File: config.mk
export PLATFORM = sky130hd
export DESIGN_NAME = fht_coef_gen
export DESIGN_NICKNAME = d
export VERILOG_FILES = /design/src/rtl/fht_pkg.sv /design/src/rtl/fht_sin_rom.sv /design/src/rtl/fht_coef_gen.sv
export SDC_FILE = /design/constraint.sdc
export NUM_CORES = 1
export LEC_CHECK = 0
export ABC_AREA = 1
export BUFFER_PORTS_ARGS = -buffer_cell sky130_fd_sc_hd__buf_2
export CAP_MARGIN = 0
export CORE_MARGIN = 1.5
export CORE_UTILIZATION = 67
export CTS_CLUSTER_DIAMETER = 40
export DETAILED_ROUTE_END_ITERATION = 6
export GPL_TIMING_DRIVEN = 0
export PLACE_DENSITY = 0.92
export SETUP_SLACK_MARGIN = 0.2
export SYNTH_ARGS = -nofsm -noshare
export SYNTH_HDL_FRONTEND = slang
export SYNTH_SLANG_ARGS = --single-unit
File: constraint.sdc
create_clock -name iCLK -period 4.7 [get_ports iCLK]
set_clock_uncertainty 0.05 [all_clocks]
set_input_delay 0.94 -clock iCLK [delete_from_list [all_inputs] [get_ports iCLK]]
set_output_delay 0.94 -clock iCLK [all_outputs]
set_load 0.03 [all_outputs]
File: src/rtl/fht_pkg.sv
// Shared FHT constants and the coefficient generator state type.
package fht_pkg;

   localparam int D_SIZE = 17;    // butterfly data width
   localparam int W_SIZE = 12;    // signed rotation coefficient width
   localparam int MAX_W  = 1024;  // coefficient full scale (unit amplitude)
   localparam int LOG2N  = 8;     // log2 of transform length

   typedef enum logic [1:0] {
      ST_IDLE = 2'd0,
      ST_RUN  = 2'd1,
      ST_DONE = 2'd2
   } fht_state_e;

endpackage

File: src/rtl/fht_sin_rom.sv
// Quarter-wave sine ROM, N/4+1 entries, two synchronous read ports that
// share one read enable. Contents are built at elaboration from the
// transform length so the table follows LOG2N.
module fht_sin_rom #(
   parameter int LOG2N  = 8,
   parameter int W_SIZE = 12,
   parameter int MAX_W  = 1024
) (
   input  logic                 clk,
   input  logic                 rst,
   input  logic                 en,
   input  logic [LOG2N-2:0]     addr_a,
   input  logic [LOG2N-2:0]     addr_b,
   output logic [W_SIZE-1:0]    data_a,
   output logic [W_SIZE-1:0]    data_b
);

   localparam int Q = (1 << LOG2N) / 4;

   logic [W_SIZE-1:0] tbl [0:Q];

   // T[m] = round(MAX_W*sin(2*pi*m/N)); the last entry is pinned to full scale
   for (genvar m = 0; m <= Q; m++) begin : g_tbl
      localparam real ANG = 6.283185307179586 * m / (4.0 * Q);
      localparam int  V   = (m == Q) ? MAX_W : $rtoi(MAX_W * $sin(ANG) + 0.5);
      assign tbl[m] = W_SIZE'(V);
   end

   // both ports read under the shared enable so a stall freezes them together
   always_ff @(posedge clk or posedge rst) begin
      if (rst) begin
         data_a <= '0;
         data_b <= '0;
      end else if (en) begin
         data_a <= tbl[addr_a];
         data_b <= tbl[addr_b];
      end
   end

endmodule

File: src/rtl/fht_coef_gen.sv
// FHT rotation coefficient generator: walks b = 0..N/2-1 for one stage and
// emits (sin, cos) of 2*pi*k/N with k = (b mod 2^s) << (LOG2N-1-s).
// Two-stage pipeline: counter/ROM address, then ROM + quadrant fold into the
// output register. Whole pipeline stalls while an output is held unaccepted.
module fht_coef_gen
   import fht_pkg::*;
#(
   parameter int LOG2N  = fht_pkg::LOG2N,
   parameter int W_SIZE = fht_pkg::W_SIZE,
   parameter int MAX_W  = fht_pkg::MAX_W
) (
   input  logic                     iCLK,
   input  logic                     iRESET,
   input  logic                     iSTART,
   input  logic [$clog2(LOG2N)-1:0] iSTAGE,
   input  logic                     iREADY,
   output logic [W_SIZE-1:0]        oSIN,
   output logic [W_SIZE-1:0]        oCOS,
   output logic [LOG2N-2:0]         oIDX,
   output logic                     oVALID,
   output logic                     oBUSY,
   output logic                     oDONE
);

   localparam int            AW     = LOG2N - 1;
   localparam int            SW     = $clog2(LOG2N);
   localparam int            Q      = (1 << LOG2N) / 4;
   localparam logic [AW-1:0] QA     = AW'(Q);
   localparam logic [AW-1:0] B_LAST = '1;

   fht_state_e        st;
   logic [SW-1:0]     stage;
   logic [AW-1:0]     cnt;
   logic              iss_done;
   logic              issue;
   logic [2:1]        vld_pipe;
   logic              en, xfer;
   logic [AW-1:0]     bmask, k, kp, addr_s, addr_c;
   logic              hi;
   logic              neg1;
   logic [AW-1:0]     idx1;
   logic [W_SIZE-1:0] rom_s, rom_c;

   assign issue  = (st == ST_RUN) && !iss_done;
   assign oVALID = vld_pipe[2];
   assign en     = !vld_pipe[2] || iREADY;
   assign xfer   = vld_pipe[2] && iREADY;
   assign oBUSY  = (st != ST_IDLE);
   assign oDONE  = (st == ST_DONE);

   // angle index and quadrant fold into the two quarter-wave addresses
   always_comb begin
      bmask  = AW'((1 << stage) - 1);
      k      = AW'((cnt & bmask) << (AW - int'(stage)));
      hi     = (k >= QA);
      kp     = k - QA;
      addr_s = hi ? QA - kp : k;
      addr_c = hi ? kp : QA - k;
   end

   // control FSM and butterfly counter; iSTART only matters in IDLE
   always_ff @(posedge iCLK or posedge iRESET) begin
      if (iRESET) begin
         st       <= ST_IDLE;
         stage    <= '0;
         cnt      <= '0;
         iss_done <= 1'b0;
      end else begin
         case (st)
            ST_IDLE: if (iSTART) begin
               st       <= ST_RUN;
               stage    <= iSTAGE;
               cnt      <= '0;
               iss_done <= 1'b0;
            end
            ST_RUN: begin
               if (en && issue) begin
                  cnt <= cnt + 1'b1;
                  if (cnt == B_LAST) iss_done <= 1'b1;
               end
               if (xfer && oIDX == B_LAST) st <= ST_DONE;
            end
            default: st <= ST_IDLE;
         endcase
      end
   end

   // pipeline valids and sideband alongside the ROM read
   always_ff @(posedge iCLK or posedge iRESET) begin
      if (iRESET) begin
         vld_pipe <= '0;
         neg1     <= 1'b0;
         idx1     <= '0;
      end else if (en) begin
         vld_pipe <= {vld_pipe[1], issue};
         neg1     <= hi;
         idx1     <= cnt;
      end
   end

   // output register; cos is negated in the second quadrant (-0 stays 0)
   always_ff @(posedge iCLK or posedge iRESET) begin
      if (iRESET) begin
         oSIN <= '0;
         oCOS <= '0;
         oIDX <= '0;
      end else if (en && vld_pipe[1]) begin
         oSIN <= rom_s;
         oCOS <= neg1 ? -rom_c : rom_c;
         oIDX <= idx1;
      end
   end

   fht_sin_rom #(
      .LOG2N  (LOG2N),
      .W_SIZE (W_SIZE),
      .MAX_W  (MAX_W)
   ) u_rom (
      .clk    (iCLK),
      .rst    (iRESET),
      .en     (en),
      .addr_a (addr_s),
      .addr_b (addr_c),
      .data_a (rom_s),
      .data_b (rom_c)
   );

endmodule

==> run_results.csv <==
group,metric,value,unit
status,status,"finished clean",
critical_path,rr_startpoint,"stage[1]",
detailed_routing,ant_nets,0,
logic_synthesis,synth_edf_count,0,
logic_synthesis,netlist_top_cells_area,"dfrtp_1 32%, nand2_1 26%, nand3_1 11%",
layout,nets,988,
sta,fin_crit,3520,ps
global_route,gr-total-overflow,0,
sta,fmax,284,MHz
critical_path,startpoint_type,"register",
placed_design,place.gp.congestion,1.02,
layout,diodes,0,
sta,final.setup.tns,0,ps
global_route,antenna_found_initial,0,
global_route,grt_max_degree,76,
clock_tree,clk_pin_slew,80,ps
logic_synthesis,synth_warnings,0,
die,rows,33,
clock_tree,cts-root-buf,"clkbuf_8",
clock_tree,clkLatencyLatePin,350,ps
clock_tree,clkSinkCount,75,
die,initial_core_util,0.700,
critical_path,worst_path_largest_cell_delay,430,ps
placed_design,io_buffers,39,
clock_tree,numCtsBuffers,9,
logic_synthesis,synth_common_cells,"404 x nand2_1, 132 x nand3_1, 75 x dfrtp_1",
logic_synthesis,synth-main-ff-cell,"dfrtp_1",
critical_path,cp_max_fo,10,
logic_synthesis,synth_top_area_frac,0.321,
clock_tree,cts_setup_buffers,0,
logic_synthesis,synth_nets,938,
sta,rsz0062_at_grt,"false",
flow_run,maxCapViolCount,0,
layout,fillers,690,
critical_path,cp_data_arrival_time,3700,ps
global_route,track_usage,0.372,
logic_synthesis,seq_area_frac_synth,0.321,
detailed_routing,num_vias,6096,
detailed_routing,drt_iter0_markers,597,
detailed_routing,drc,0,
die,pin_count,41,
clock_tree,hold_buffers,0,
clock_tree,cts_resized,0,
layout,drive_gt1_frac,0.133,
logic_synthesis,syn_area_per_cell,6.42,um^2
logic_synthesis,yosysTopAreaCell,"dfrtp_1",
logic_synthesis,syn_inst,910,
sta,relSlewSlack,0.421,
die,die_w,96.4,um
placed_design,dpl.hpwl,11800,um
critical_path,reg2reg_slack,1180,ps
logic_synthesis,async_reset_ff_frac,1.00,
sta,slew_violations,0,
detailed_routing,first_pass_iters,5,
die,dieArea,9290,um^2
critical_path,slowest_stage,"ha_1",
global_route,grt_pass1_wl,26600,um
logic_synthesis,netlist-cell-type-count,34,
detailed_routing,avgViaCountPerCell,5.70,
critical_path,crit_path_frequent_cell,"nand2_1",
critical_path,criticalPathCategory,"register to register",
sta,setup_viol,0,
clock_tree,h-tree-depth,3,
critical_path,worstSetupEndpointType,"register",
worst_hold_path,holdCritPathClass,"register to register",
sta,fin_crit_sh,0.749,
worst_hold_path,hp-start,"oSIN[1]",
logic_synthesis,netlist_area,5840,um^2
logic_synthesis,ys_ff_latch,75,
global_route,first_global_vias,5457,
detailed_routing,drt-total-wl,16200,um
clock_tree,cts_max_path_buffers,2,
detailed_routing,wire_per_inst,15.1,um
layout,syn_to_final_growth,9.10,%
die,core_area,8340,um^2
clock_tree,cts_tree,"yes",
critical_path,startpoint,"stage[1]",
die,dieHeight,96.4,um
critical_path,required,4880,ps
logic_synthesis,yosysMostFrequentCell,"nand2_1",
critical_path,path_cells,"buf_4 -> nor2_1 -> nand2_1 -> ha_1 -> inv_1 -> nand2_1 -> nand2_1 -> nand4_2 -> ha_1 -> nand3_1 -> nand2_1 -> ha_1 -> inv_1 -> nand3_1 -> nand2_1 -> nand2_1 -> nand2_1 -> nand2_1 -> nand2_1 -> nand2_1 -> nand3_1 -> nand2_1",
sta,worst_pin_slew,868,ps
sta,hold_violations,0,
## cells by family after synthesis
kind of cell,Yosys count,synth area share
AOI/OAI and AO/OA,65,0.0583
xor gates and xnor gates,10,0.0150
adders and majority gates,21,0.0450
buffers and inverters,112,0.0945
DFF,75,0.321
other,1,0.000642
and+or+nand+nor,626,0.465
## worst max-delay path: cells and delay by family (launching register included)
family,cells,cell delay (ps)
fa+ha+maj,3,1110
buf+inv,3,350
flops,1,380
simple gates,16,1490
## per-stage QoR
stage          setup WS (ps)  instances  utilization  area (um^2)  hold WS, ps
2_1_floorplan           1740        910            -         5840          382
3_3_place_gp            1090       1054        0.740         6170          399
3_5_place_dp            1260       1054        0.740         6170          408
4_1_cts                 1230       1070        0.764         6370          429
5_1_grt                  832       1070        0.764         6370          446
6_report                1180       1070        0.764         6370          428
## worst paths after layout
check / endpoint / cells past startpoint
min: oSIN[1] / 2
min reg2reg: oSIN[1] / 2
max: u_rom.data_b[1] / 22
max in group asynchronous: st[1] / 2
max reg2reg: u_rom.data_b[1] / 22
min in group asynchronous: oCOS[8] / 2
## final cells by class
cell class / instances / area [um^2] / share of cell area
multi-input combinational: 723 / 3410 / 0.536
sequential: 75 / 1880 / 0.294
inverter: 74 / 280 / 0.0440
buffer: 38 / 274 / 0.0430
timing repair buffer: 39 / 195 / 0.0306
clock buffer: 11 / 141 / 0.0222
tap: 105 / 131 / 0.0206
clock inverter: 5 / 61.3 / 0.00962
## sequential cells by signal, indices dropped and copies added, names as in the netlist
register and flops:
iss_done 1, u_rom.data_a 11, vld_pipe 2, stage 3, oIDX 7, oSIN 11, cnt 7, u_rom.data_b 11
neg1 1, oCOS 12, st 2, idx1 7
## per-layer routing
metal,share of wire,global-route usage,vias to the layer above
met2,0.43,0.576,321
li1,-,-,2999
met4,0.025,0.139,0
met1,0.45,0.527,2732
met3,0.090,0.0540,44
met5,0,0,-
## layout by cell type (no fill, tap or decap)
| cell type | count |
|---|---|
| clkbuf_1 | 12 |
| a31oi_1 | 2 |
| inv_2 | 12 |
| conb_1 | 1 |
| nor4_1 | 1 |
| inv_6 | 1 |
| buf_8 | 1 |
| nand3_2 | 7 |
| o31ai_1 | 3 |
| nand2_1 | 404 |
| nand2_4 | 4 |
| nand2_2 | 17 |
| xnor2_1 | 1 |
| o21a_1 | 1 |
| nand3_4 | 2 |
| ha_1 | 21 |
| nor3_1 | 9 |
| clkinvlp_4 | 3 |
| buf_2 | 42 |
| buf_6 | 8 |
| o21ai_0 | 38 |
| nor2_2 | 2 |
| nand4_2 | 2 |
| inv_4 | 1 |
| dfrtp_1 | 75 |
| nor3b_1 | 1 |
| nor2_1 | 37 |
| buf_4 | 15 |
| clkinv_1 | 1 |
| xor2_1 | 9 |
| and3_1 | 1 |
| a22oi_1 | 1 |
| a21oi_1 | 6 |
| nand3_1 | 132 |
| o21ai_1 | 14 |
| inv_1 | 60 |
| bufinv_16 | 1 |
| nand4_1 | 7 |
| clkbuf_8 | 10 |
Power is not shown: default switching activity piles up to over one toggle a cycle in this logic, so the estimate is an artifact.
